[config.mk]
export PLATFORM = sky130hd
export DESIGN_NAME = dmac_channel_arbiter
export DESIGN_NICKNAME = d
export VERILOG_FILES = /design/src/rtl/dmac_channel_arbiter.sv
export SDC_FILE = /design/constraint.sdc
export NUM_CORES = 1
export LEC_CHECK = 0
export BUFFER_PORTS_ARGS = -buffer_cell sky130_fd_sc_hd__buf_4
export CORE_MARGIN = 2
export CORE_UTILIZATION = 43
export DETAILED_ROUTE_END_ITERATION = 10
export GPL_TIMING_DRIVEN = 0
export PLACE_DENSITY = 0.69
export SYNTH_ARGS = -nofsm -noshare
export SYNTH_HDL_FRONTEND = slang
export SYNTH_SLANG_ARGS = --single-unit
[constraint.sdc]
create_clock -name clk -period 1.6 [get_ports clk]
set_input_delay 0.48 -clock clk [delete_from_list [all_inputs] [get_ports clk]]
set_output_delay 0.48 -clock clk [all_outputs]
set_load 0.05 [all_outputs]
[src/rtl/dmac_channel_arbiter.sv]
// DMAC channel sequencer/arbiter.
// Selects one pending, enabled peripheral request and runs the system-bus
// Bus_Req/Bus_Grant handshake. It drives start/hold/abort to the transfer
// datapath. On completion it closes the 4-phase ReqAck handshake with the
// peripheral and pulses that channel's interrupt.
// Only one channel is active at a time, and every output is registered.
module dmac_channel_arbiter #(
   parameter int NUM_CH  = 2,
   parameter int CH_W    = 1,
   parameter int RR_MODE = 1,
   parameter int BEAT_W  = 16
) (
   input  logic              clk,
   input  logic              rst,
   input  logic [NUM_CH-1:0] DmacReq,
   input  logic [NUM_CH-1:0] ch_en,
   input  logic              Bus_Grant,
   input  logic              xfer_done,
   input  logic              beat_valid,
   output logic              Bus_Req,
   output logic [CH_W-1:0]   ch_sel,
   output logic              xfer_start,
   output logic              xfer_hold,
   output logic              xfer_abort,
   output logic [NUM_CH-1:0] ReqAck,
   output logic [NUM_CH-1:0] ch_irq,
   output logic [BEAT_W-1:0] beat_count
);

   typedef enum logic [2:0] {
      S_IDLE,
      S_REQ,
      S_START,
      S_XFER,
      S_HOLD,
      S_DONE
   } state_t;

   state_t            state;
   logic [CH_W-1:0]   rr_ptr;
   logic [CH_W-1:0]   winner;
   logic [NUM_CH-1:0] pend;
   logic [NUM_CH-1:0] sel_onehot;
   logic              busy;
   logic              abort;

   assign pend       = DmacReq & ch_en;
   assign sel_onehot = NUM_CH'(1) << ch_sel;
   assign busy       = (state == S_REQ) || (state == S_START) ||
                       (state == S_XFER) || (state == S_HOLD);
   // Disabling the active channel cancels it anywhere before completion.
   assign abort      = busy && !ch_en[ch_sel];

   // i-th candidate in search order: after rr_ptr (round-robin) or from 0 (fixed).
   function automatic logic [CH_W-1:0] cand(input logic [CH_W-1:0] ptr, input int i);
      if (RR_MODE != 0) return CH_W'((int'(ptr) + 1 + i) % NUM_CH);
      return CH_W'(i);
   endfunction

   // Winner search: scan from last to first candidate so the earliest one sticks.
   always_comb begin
      // NOTE: assign a default before any conditional write so no latch is inferred.
      winner = '0;
      for (int i = NUM_CH - 1; i >= 0; i--) begin
         if (pend[cand(rr_ptr, i)]) winner = cand(rr_ptr, i);
      end
   end

   // Sequencer FSM with registered outputs; the pulses self-clear every cycle.
   always_ff @(posedge clk) begin
      if (rst) begin
         state      <= S_IDLE;
         rr_ptr     <= CH_W'(NUM_CH - 1);
         ch_sel     <= '0;
         Bus_Req    <= 1'b0;
         xfer_start <= 1'b0;
         xfer_hold  <= 1'b0;
         xfer_abort <= 1'b0;
         ReqAck     <= '0;
         ch_irq     <= '0;
         beat_count <= '0;
      end else begin
         // NOTE: non-blocking assignments so every register samples pre-edge values.
         xfer_start <= 1'b0;
         xfer_abort <= 1'b0;
         ch_irq     <= '0;

         if (state == S_XFER && beat_valid && beat_count != '1)
            beat_count <= beat_count + BEAT_W'(1);

         if (abort) begin
            xfer_abort <= 1'b1;
            Bus_Req    <= 1'b0;
            xfer_hold  <= 1'b0;
            state      <= S_IDLE;
         end else begin
            case (state)
               S_IDLE: begin
                  if (|pend) begin
                     ch_sel     <= winner;
                     beat_count <= '0;
                     Bus_Req    <= 1'b1;
                     state      <= S_REQ;
                  end
               end
               S_REQ: begin
                  if (Bus_Grant) begin
                     xfer_start <= 1'b1;
                     state      <= S_START;
                  end
               end
               S_START: state <= S_XFER;
               S_XFER: begin
                  if (xfer_done) begin
                     Bus_Req <= 1'b0;
                     ReqAck  <= sel_onehot;
                     ch_irq  <= sel_onehot;
                     state   <= S_DONE;
                  end else if (!Bus_Grant) begin
                     xfer_hold <= 1'b1;
                     state     <= S_HOLD;
                  end
               end
               S_HOLD: begin
                  if (xfer_done) begin
                     xfer_hold <= 1'b0;
                     Bus_Req   <= 1'b0;
                     ReqAck    <= sel_onehot;
                     ch_irq    <= sel_onehot;
                     state     <= S_DONE;
                  end else if (Bus_Grant) begin
                     xfer_hold <= 1'b0;
                     state     <= S_XFER;
                  end
               end
               S_DONE: begin
                  if (!DmacReq[ch_sel]) begin
                     ReqAck <= '0;
                     rr_ptr <= ch_sel;
                     state  <= S_IDLE;
                  end
               end
               default: state <= S_IDLE;
            endcase
         end
      end
   end

endmodule

==> qor_table.md, run 1 <==
| Result | Reported |
|---|---|
| Critical path's top delay family | simple AND/OR/NAND/NOR gates |
| CTS Buf Count | 5 |
| Number of pins exceeding their max-slew limit in the final report | 0 |
| Data required time of the worst path | 1820 ps |
| Post-synthesis cell area | 1600 um^2 |
| Final design instance area without fill | 2070 um^2 |
| Critical Path Fanout Max | 7 |
| Syn_nets | 202 |
| GRT Total Usage | 0.196 |
| Antenna violations before repair | 0 |
| Sort of element at the start of the critical path | register |
| Number of design-rule violations left by the first detailed-router iteration | 106 |
| Most area-consuming cells after synthesis | dfxtp_1 36%, a21oi_1 5.0%, mux2i_1 4.4%, nand2_1 4.0%, o21ai_0 3.1% |
| First-pass GRT wire length | 6.43 mm |
| IR drop worst, VDD | 0.559 mV |
| Fillcell total | 372 |
| Combined flip-flop and latch cell area | 604 um^2 |
| Setup repair after global routing missed its margin | true |
| Count of final setup violators | 0 |
| Number of maximum-capacitance violations | 0 |
| Worst relative slew slack | 0.698 |
| Number of buffer cells added on primary ports | 31 |
| Clock tree from TritonCTS | built |
| Number of hold violations in the final report | 0 |
| Min setup slack post-route | 49.9 ps |
| Placement Rows | 22 |
| FMAX | 645 MHz |
| Placement Cell Area | 1920 um^2 |
| Insertion delay of the later-clocked pin in the worst-skew pair | 290 ps |
| Synth warnings | 0 |
| Vias in the first global route | 1,383 |
| Worst clock skew on the final layout | 8.40 ps |
| Number of buffers on the longest clock path | 2 |
| Total power density per cell area | 1190 nW/um^2 |
| Worst reg-to-reg setup slack | 50 ps |
| Register bit total from synthesis | 29 |
| Wire length after detailed routing | 3.89 mm |
| Detail Route Antenna Nets | 0 |
| Run status | finished, final reports clean |
| Critical path buffers and inverters | 0 |
| Library cell contributing the largest single delay on the critical path | or4_1 |
| Leakage Power | 0.795 nW |
| Measured slew at the worst slew-check pin | 450 ps |
| Average footprint of a synthesized cell | 8.35 um^2 |
| Footprint of the multi-input gates | 1010 um^2 |
| Synthesized instance count | 192 |
| Final critical-path share of the clock period | 0.969 |
| CTS clk-pin slew, worst paths | 70 ps |
| Async set-or-reset flop fraction in the synthesized netlist | 0 |
| DRC | 0 |
| CP Data Arrival Time | 1770 ps |
| Most common library cell in the layout ignoring fill and taps | buf_4 |
| Routability Congestion | 0.779 |
| Effective utilization at floorplan | 0.441 |
| Minimum clock period | 1550 ps |
| Root Buffer Master | clkbuf_8 |
| Post-synth top area cell | dfxtp_1 |
| Width of the die | 65.1 um |
| CP max stage delay | 530 ps |
| Post-CTS Hold Buffers | 0 |
| Critical-path cell list | and4_1, nand4_2, or4_1, a21oi_1 |
| Level count of the clock H-tree | 2 |
| Unique cell type count in the Yosys netlist | 49 |
| Top Ports | 34 |
| Top library cells by usage in the layout, fill and taps aside | 34 x buf_4, 17 x nand2_1, 15 x a21oi_1 |
| Worst hold slack | 473 ps |
| Detailed-routing iteration count for the pre-antenna-repair pass | 4 |
| Wire per inst | 14.0 um |
| Fin nets | 239 |
| Placeable core region | 3630 um^2 |
| Die height | 65.1 um |
| Detailed-route vias per instance | 5.69 |
| Share of synthesized area occupied by flip-flops and latches | 0.362 |
| Most used DFF post-synth | dfxtp_1 |
| Type of the tightest min-delay check | register to register |
| CP endpoint kind | register |
| Count of flip-flops with a built-in enable after synthesis | 0 |
| WS Path Type | register to register |
| Count of antenna diodes in the layout | 0 |
| Pre-CTS setup slack | -371 ps |
| Die area | 4230 um^2 |
| Share of the core filled with cells in the final layout | 0.569 |
| Area growth from synthesis to layout | 28.9% |
| Largest net degree at the start of global routing | 11 |
| Total vias in the final route | 1,582 |
| Yosys top cell area share | 0.362 |
| Post-detailed-placement half-perimeter wirelength | 2.75 mm |
| Layout cells sized above 1 | 0.330 |
| Overflow left after global routing | 0 |
| Total Negative Setup Slacks | 0 ps |
| Clk sink count | 29 |
## state kept, by name, summed over array words and instances (netlist names)
name and cells:
Bus_Req 1, ReqAck 2, beat_count 16, ch_irq 2, ch_sel 1, rr_ptr 1
state 3, xfer_abort 1, xfer_hold 1, xfer_start 1
## metrics by stage
step / std cells / total power (W)
after floorplan: 192 / 0.00159
after global placement: 271 / 0.00181
after detailed placement: 271 / 0.00181
after CTS: 278 / 0.00241
after global routing: 278 / 0.00261
final: 278 / 0.00246
## worst reg2reg max path, cell delays in order (launching register included)
cell,delay [ps]
dfxtp_2,390
and4_1,270
nand4_2,160
or4_1,530
a21oi_1,140
## Yosys cell counts (all sizes together), types with 3 or more instances
cell type	n
a2111o	3
inv	4
a21oi	16
o21ai	10
buf	6
nor3	5
nand2b	7
o31ai	3
nand2	17
and4	5
or3	4
mux2i	7
nand3	6
nand4	7
nor2	11
a211oi	3
dfxtp	29
nor4	3
clkbuf	5
a31oi	3
nand3b	3
and3	5
## per-layer routing
metal  GRT usage  routed length, um  vias up
met2       0.302               1740       32
met5           0                  0        -
met4      0.0938                 82        0
met1       0.265               1940      737
met3      0.0365                138        7
li1            -                  -      806
## where the power goes
| group | internal (W) | switching (W) | total [W] |
|---|---|---|---|
| Combinational | 0.000372 | 0.000611 | 0.000984 |
| Clock | 0.000300 | 0.000284 | 0.000584 |
| Sequential | 0.000811 | 0.0000851 | 0.000896 |
## logic make-up after synthesis
kind of cell    share of synthesized area
mux                                0.0437
simple gates                        0.309
compound gates                      0.236
buf+inv                            0.0421
flops                               0.362
fa+ha+maj                         0.00780
## repair_timing
action | CTS | global route
resized for setup | 4 | 14
pin swaps | 0 | 1
buffers inserted | 0 | 2
setup endpoints to repair | 12 | 17
## path summary, 6_finish.rpt
path,startpoint,to,cells after the start
worst min register to register,beat_count[6]$_SDFF_PP0_,beat_count[6]$_SDFF_PP0_,2
worst max-delay path,beat_count[9]$_SDFF_PP0_,beat_count[15]$_SDFF_PP0_,4
worst max register to register,beat_count[9]$_SDFF_PP0_,beat_count[15]$_SDFF_PP0_,4
worst min-delay path,beat_count[6]$_SDFF_PP0_,beat_count[6]$_SDFF_PP0_,2
## area by class of cell
class	count	area share
Tap cell	48	0.0290
Inverter	4	0.00726
Timing Repair Buffer	33	0.120
Multi-Input combinational cell	148	0.487
Buffer	8	0.0248
Sequential cell	29	0.292
Clock buffer	6	0.0351
Clock inverter	2	0.00484
Note: power is estimated with default switching activity, not from simulation.
==> run 2, diff against run 1 <==
Settings changed: PLACE_DENSITY 0.69 to 0.66.
Clock period 1.6 ns to 2 ns, I/O delays scaled along.
==> run 2 against run 1 <==
  * Global-route usage decreased by 0.31 points
  * Cell area shrank 3.4%
  * Die area unchanged
  * Combinational power fell by 24%
  * Sequential power fell by 22%
  * Total power is 20% lower
==> qor_table.md, run 2 (synthesized netlist as in run 1, its figures left out) <==
| Result | Reported | Delta |
|---|---|---|
| Run status | finished, final reports clean |  |
| Wire length after detailed routing | 3.75 mm | -3.6% |
| Die height | 65.1 um | unchanged |
| Post-route total power | 0.00197 W | -20% |
| Post-CTS Hold Buffers | 0 | unchanged |
| Critical Path Fanout Max | 10 | +3 |
| Level count of the clock H-tree | 2 | unchanged |
| Clk sink count | 29 | unchanged |
| Number of maximum-capacitance violations | 0 | unchanged |
| WS Path Type | input port to register |  |
| Sort of element at the start of the critical path | input port |  |
| DRC | 0 | unchanged |
| Leakage Power | 0.777 nW | -2.4% |
| Worst reg-to-reg setup slack | 290 ps | +240 ps |
| Effective utilization at floorplan | 0.441 | unchanged |
| Root Buffer Master | clkbuf_8 |  |
| Wire per inst | 13.4 um | -4.0% |
| Post-detailed-placement half-perimeter wirelength | 2.69 mm | -2.1% |
| Most common library cell in the layout ignoring fill and taps | buf_4 |  |
| Total vias in the final route | 1,608 | +1.6% |
| Placed Instances | 271 | unchanged |
| Post CTS Setup Buffer Count | 0 | unchanged |
| Number of hold violations in the final report | 0 | unchanged |
| CP endpoint kind | register |  |
| Top Ports | 34 | unchanged |
| Count of antenna diodes in the layout | 0 | unchanged |
| Worst relative slew slack | 0.668 | -0.0300 |
| Routability Congestion | 0.863 | +11% |
| Clock tree from TritonCTS | built |  |
| Minimum clock period | 1760 ps |  |
| Final design instance area without fill | 2000 um^2 | -3.4% |
| Count of instances resized after the clock tree is built | 0 | -4 |
| Non-filler cells in the finished layout | 279 | +0.36% |
| CP Data Arrival Time | 1970 ps | +200 ps |
| Detail Route Antenna Nets | 0 | unchanged |
| Fin nets | 240 | +0.42% |
| Final critical-path share of the clock period | 0.882 |  |
| FMAX | 567 MHz |  |
| Number of buffers on the longest clock path | 2 | unchanged |
| Vias in the first global route | 1,380 | -0.22% |
| Overflow left after global routing | 0 | unchanged |
| Largest register by flop count | beat_count |  |
| Setup repair after global routing missed its margin | false |  |
| CTS Buf Count | 5 | unchanged |
| Number of buffer cells added on primary ports | 31 | unchanged |
| Max FFs per register | 16 | unchanged |
| Top library cells by usage in the layout, fill and taps aside | 33 x buf_4, 29 x dfxtp_1, 17 x nand2_1 |  |
| Count of final setup violators | 0 | unchanged |
| Worst clock skew on the final layout | 3.96 ps | -4.43 ps |
| Placeable core region | 3630 um^2 | unchanged |
| First-pass GRT wire length | 6.38 mm | -0.86% |
| Placement Rows | 22 | unchanged |
| IR drop worst, VDD | 0.648 mV | +16% |
| Largest net degree at the start of global routing | 11 | unchanged |
| Number of pins exceeding their max-slew limit in the final report | 0 | unchanged |
| Detailed-route vias per instance | 5.76 | +1.3% |
| Number of design-rule violations left by the first detailed-router iteration | 99 | -6.6% |
| Total power density per cell area | 986 nW/um^2 | -17% |
| Placement Cell Area | 1900 um^2 | -1.0% |
| Width of the die | 65.1 um | unchanged |
| Measured slew at the worst slew-check pin | 498 ps | +48.4 ps |
| CTS clk-pin slew, worst paths | 60 ps | about the same |
| Type of the tightest min-delay check | register to register |  |
| Data required time of the worst path | 2200 ps | +380 ps |
| Die area | 4230 um^2 | unchanged |
| Detailed-routing iteration count for the pre-antenna-repair pass | 4 | unchanged |
| GRT Total Usage | 0.193 | -0.00306 |
| Largest registers in the final layout | beat_count (16), state (3) |  |
| Antenna violations before repair | 0 | unchanged |
| Insertion delay of the later-clocked pin in the worst-skew pair | 280 ps | about the same |
| Layout cells sized above 1 | 0.216 | -0.114 |
| Area growth from synthesis to layout | 24.6% |  |
-- run 2: cell types whose count changed in the layout (fill, tap and decap cells not counted), moves of 2 or more --
cell / change
a211oi_1: +2
a211oi_2: -2
buf_2: +2
dfxtp_4: -2
clkbuf_8: +2
dfxtp_2: -13
dfxtp_1: +15
clkbuf_1: +3
clkbuf_4: -2
-- run 2: power breakdown --
group / internal, W / switching (W)
clock network: 0.000310 / 0.000216
registers: 0.000644 / 0.0000558
logic: 0.000272 / 0.000473
total: 0.00123 / 0.000745
-- run 2: final timing paths --
| kind | from | endpoint | depth (start not counted) |
|---|---|---|---|
| min reg2reg | ReqAck[1]$_SDFFE_PP0P_ | ReqAck[1]$_SDFFE_PP0P_ | 2 |
| max | DmacReq[0] | beat_count[4]$_SDFF_PP0_ | 6 |
| max reg2reg | ch_sel$_SDFFE_PP0P_ | state[0]$_SDFFE_PP0P_ | 5 |
| min | ReqAck[1]$_SDFFE_PP0P_ | ReqAck[1]$_SDFFE_PP0P_ | 2 |
-- run 2: metal layers --
layer | global-route usage | vias to the layer above | share of wire
met1 | 0.274 | 752 | 0.52
met4 | 0.0677 | 0 | 0.014
li1 | - | 810 | -
met3 | 0.0573 | 6 | 0.054
met5 | 0 | - | 0
met2 | 0.277 | 40 | 0.42
-- run 2: worst max-delay path, stage by stage --
cell and delay (ps):
buf_4 130, a22o_1 270, a21oi_1 430, buf_2 320, nand2_1 70, o21ai_0 140
-- run 2: area by class of cell --
cell class	instances	area [um^2]
buffer	11	52.6
clock buffer	7	96.3
clock inverter	1	5.00
fill	359	1640
inverter	4	15.0
multi-input combinational	148	956
sequential	29	581
tap	48	60.1
timing repair buffer	31	233
-- run 2: stage by stage --
step           utilization  hold WS [ps]  TNS, ps  worst slack, ps
2_1_floorplan            -           468        0             95.8
4_1_cts              0.550           488        0              246
5_1_grt              0.550           495        0             53.9
6_report             0.550           482        0              236
3_5_place_dp         0.522           478     -180            -41.6
3_3_place_gp         0.522           478     -221            -47.4
==> run 3, diff against run 2 <==
Settings changed: MAX_ROUTING_LAYER set to met4.
==> run 3 against run 2 <==
  * Total power is essentially flat
  * Clock skew is essentially flat
  * Register-to-register slack is essentially flat
  * Routed wire length grew 0.32%
  * Clock power is essentially flat
  * Non-clock buffer count is the same
  * Die area is the same
  * Largest power group unchanged
==> qor_table.md, run 3 (synthesized netlist as in run 1, its figures left out) <==
| Result | Reported | Delta |
|---|---|---|
| Portion of total power attributed to the clock network | 0.267 | about the same |
| Number of buffer cells added on primary ports | 31 | unchanged |
| Post-CTS Hold Buffers | 0 | unchanged |
| Most common library cell in the layout ignoring fill and taps | buf_4 |  |
| Total vias in the final route | 1,599 | -0.56% |
| Number of buffers on the longest clock path | 2 | unchanged |
| First-pass GRT wire length | 6.40 mm | +0.33% |
| Largest registers in the final layout | beat_count (16), state (3) |  |
| Type of the tightest min-delay check | register to register |  |
| Total Negative Setup Slacks | 0 ps | unchanged |
| Critical Path Fanout Max | 10 | unchanged |
| Top Ports | 34 | unchanged |
| CP endpoint kind | register |  |
| Largest net degree at the start of global routing | 11 | unchanged |
| Worst hold slack | 482 ps | unchanged |
| DRC | 0 | unchanged |
| Pre-CTS setup slack | -41.6 ps | unchanged |
| Worst clock skew on the final layout | 4.01 ps | +0.0483 ps |
| Overflow left after global routing | 0 | unchanged |
| Insertion delay of the later-clocked pin in the worst-skew pair | 280 ps | about the same |
| Non-filler cells in the finished layout | 279 | unchanged |
| Level count of the clock H-tree | 2 | unchanged |
| CP Data Arrival Time | 1960 ps | about the same |
| Count of antenna diodes in the layout | 0 | unchanged |
| Area growth from synthesis to layout | 24.6% | unchanged |
| Detailed-route vias per instance | 5.73 | -0.56% |
| Worst relative slew slack | 0.668 | about the same |
| Clock tree from TritonCTS | built |  |
| Leakage Power | 0.777 nW | unchanged |
| Sw Pwr | 0.000746 W | +0.13% |
| Layout cells sized above 1 | 0.216 | unchanged |
| Die area | 4230 um^2 | unchanged |
| Run status | finished, final reports clean |  |
| Internal power | 0.00123 W | about the same |
| Routability Congestion | 0.877 | +1.6% |
| Top library cells by usage in the layout, fill and taps aside | 33 x buf_4, 29 x dfxtp_1, 17 x nand2_1 |  |
| Number of pins exceeding their max-slew limit in the final report | 0 | unchanged |
| Portion of total power attributed to sequential cells | 0.354 | about the same |
| Wire per inst | 13.5 um | +0.32% |
| Placeable core region | 3630 um^2 | unchanged |
| Number of hold violations in the final report | 0 | unchanged |
| Root Buffer Master | clkbuf_8 |  |
| Detail Route Antenna Nets | 0 | unchanged |
| Setup repair after global routing missed its margin | false |  |
| Wire length after detailed routing | 3.76 mm | +0.32% |
| Sort of element at the start of the critical path | input port |  |
| Detailed-routing iteration count for the pre-antenna-repair pass | 4 | unchanged |
| Post-route total power | 0.00197 W | about the same |
| Largest register by flop count | beat_count |  |
| Post CTS Setup Buffer Count | 0 | unchanged |
| Switching Share | 0.378 | about the same |
| Combinational share of power | 0.379 | about the same |
| FMAX | 568 MHz | +0.19% |
| Fin nets | 240 | unchanged |
| Number of design-rule violations left by the first detailed-router iteration | 108 | +9.1% |
| IR drop worst, VDD | 0.649 mV | +0.23% |
| GRT Total Usage | 0.199 | +0.00559 |
| Total power density per cell area | 987 nW/um^2 | about the same |
| Min setup slack post-route | 239 ps | +3.28 ps |
| CTS clk-pin slew, worst paths | 60 ps | about the same |
| Fillcell total | 359 | unchanged |
| Max FFs per register | 16 | unchanged |
| Data required time of the worst path | 2200 ps | about the same |
| Placement Rows | 22 | unchanged |
| Count of final setup violators | 0 | unchanged |
| Effective utilization at floorplan | 0.441 | unchanged |
| Measured slew at the worst slew-check pin | 498 ps | +0.521 ps |
| Antenna violations before repair | 0 | unchanged |
| CTS Buf Count | 5 | unchanged |
| Width of the die | 65.1 um | unchanged |
| Minimum clock period | 1760 ps | -3.28 ps |
| Count of instances resized after the clock tree is built | 0 | unchanged |
| Vias in the first global route | 1,381 | +0.072% |
| Die height | 65.1 um | unchanged |
| Clk sink count | 29 | unchanged |
| WS Path Type | input port to register |  |
| Post-detailed-placement half-perimeter wirelength | 2.69 mm | unchanged |
| Final critical-path share of the clock period | 0.881 | -0.00164 |
| Number of maximum-capacitance violations | 0 | unchanged |
| Placed Instances | 271 | unchanged |
[run 3: cell counts in the layout (fill, tap and decap cells not counted)]
Identical to the previous run, type by type.
[run 3: power groups by stage]
stage               combinational [W]  sequential [W]  clock, W
floorplan                    0.000456        0.000814         0
global placement             0.000744        0.000707         0
detailed placement           0.000739        0.000708         0
CTS                          0.000741        0.000696  0.000540
global route                 0.000826        0.000706  0.000567
finish                       0.000747        0.000699  0.000526
[run 3: area by class of cell]
type                       count  area [um^2]  share of cell area
inverter                       4         15.0             0.00751
timing repair buffer          31          233               0.116
multi-input combinational    148          956               0.478
sequential                    29          581               0.291
clock buffer                   7         96.3              0.0482
clock inverter                 1         5.00             0.00250
buffer                        11         52.6              0.0263
tap                           48         60.1              0.0301
[run 3: worst paths after layout]
path | from | slack (ps) | to | depth (start not counted)
setup / recovery | DmacReq[0] | 240 | beat_count[4]$_SDFF_PP0_ | 6
hold / removal | ReqAck[1]$_SDFFE_PP0P_ | 480 | ReqAck[1]$_SDFFE_PP0P_ | 2
setup reg to reg | ch_sel$_SDFFE_PP0P_ | 280 | state[0]$_SDFFE_PP0P_ | 5
hold reg to reg | ReqAck[1]$_SDFFE_PP0P_ | 480 | ReqAck[1]$_SDFFE_PP0P_ | 2
[run 3: worst max-delay path, cell delays in order]
cell and delay [ps]:
buf_4 130, a22o_1 270, a21oi_1 430, buf_2 320, nand2_1 70, o21ai_0 140
[run 3: layer usage]
metal  vias up  part of all wire  global-route usage
li1        809                 -                   -
met2        31              0.42               0.276
met1       753              0.52               0.276
met3         6             0.049              0.0573
met5         -                 0                   -
met4         0             0.014              0.0677
[run 3: metrics by stage]
stage | cell area [um^2] | util
after detailed placement | 1900 | 0.522
final | 2000 | 0.550
after global routing | 2000 | 0.550
after global placement | 1900 | 0.522
after CTS | 2000 | 0.550
after floorplan | 1600 | -
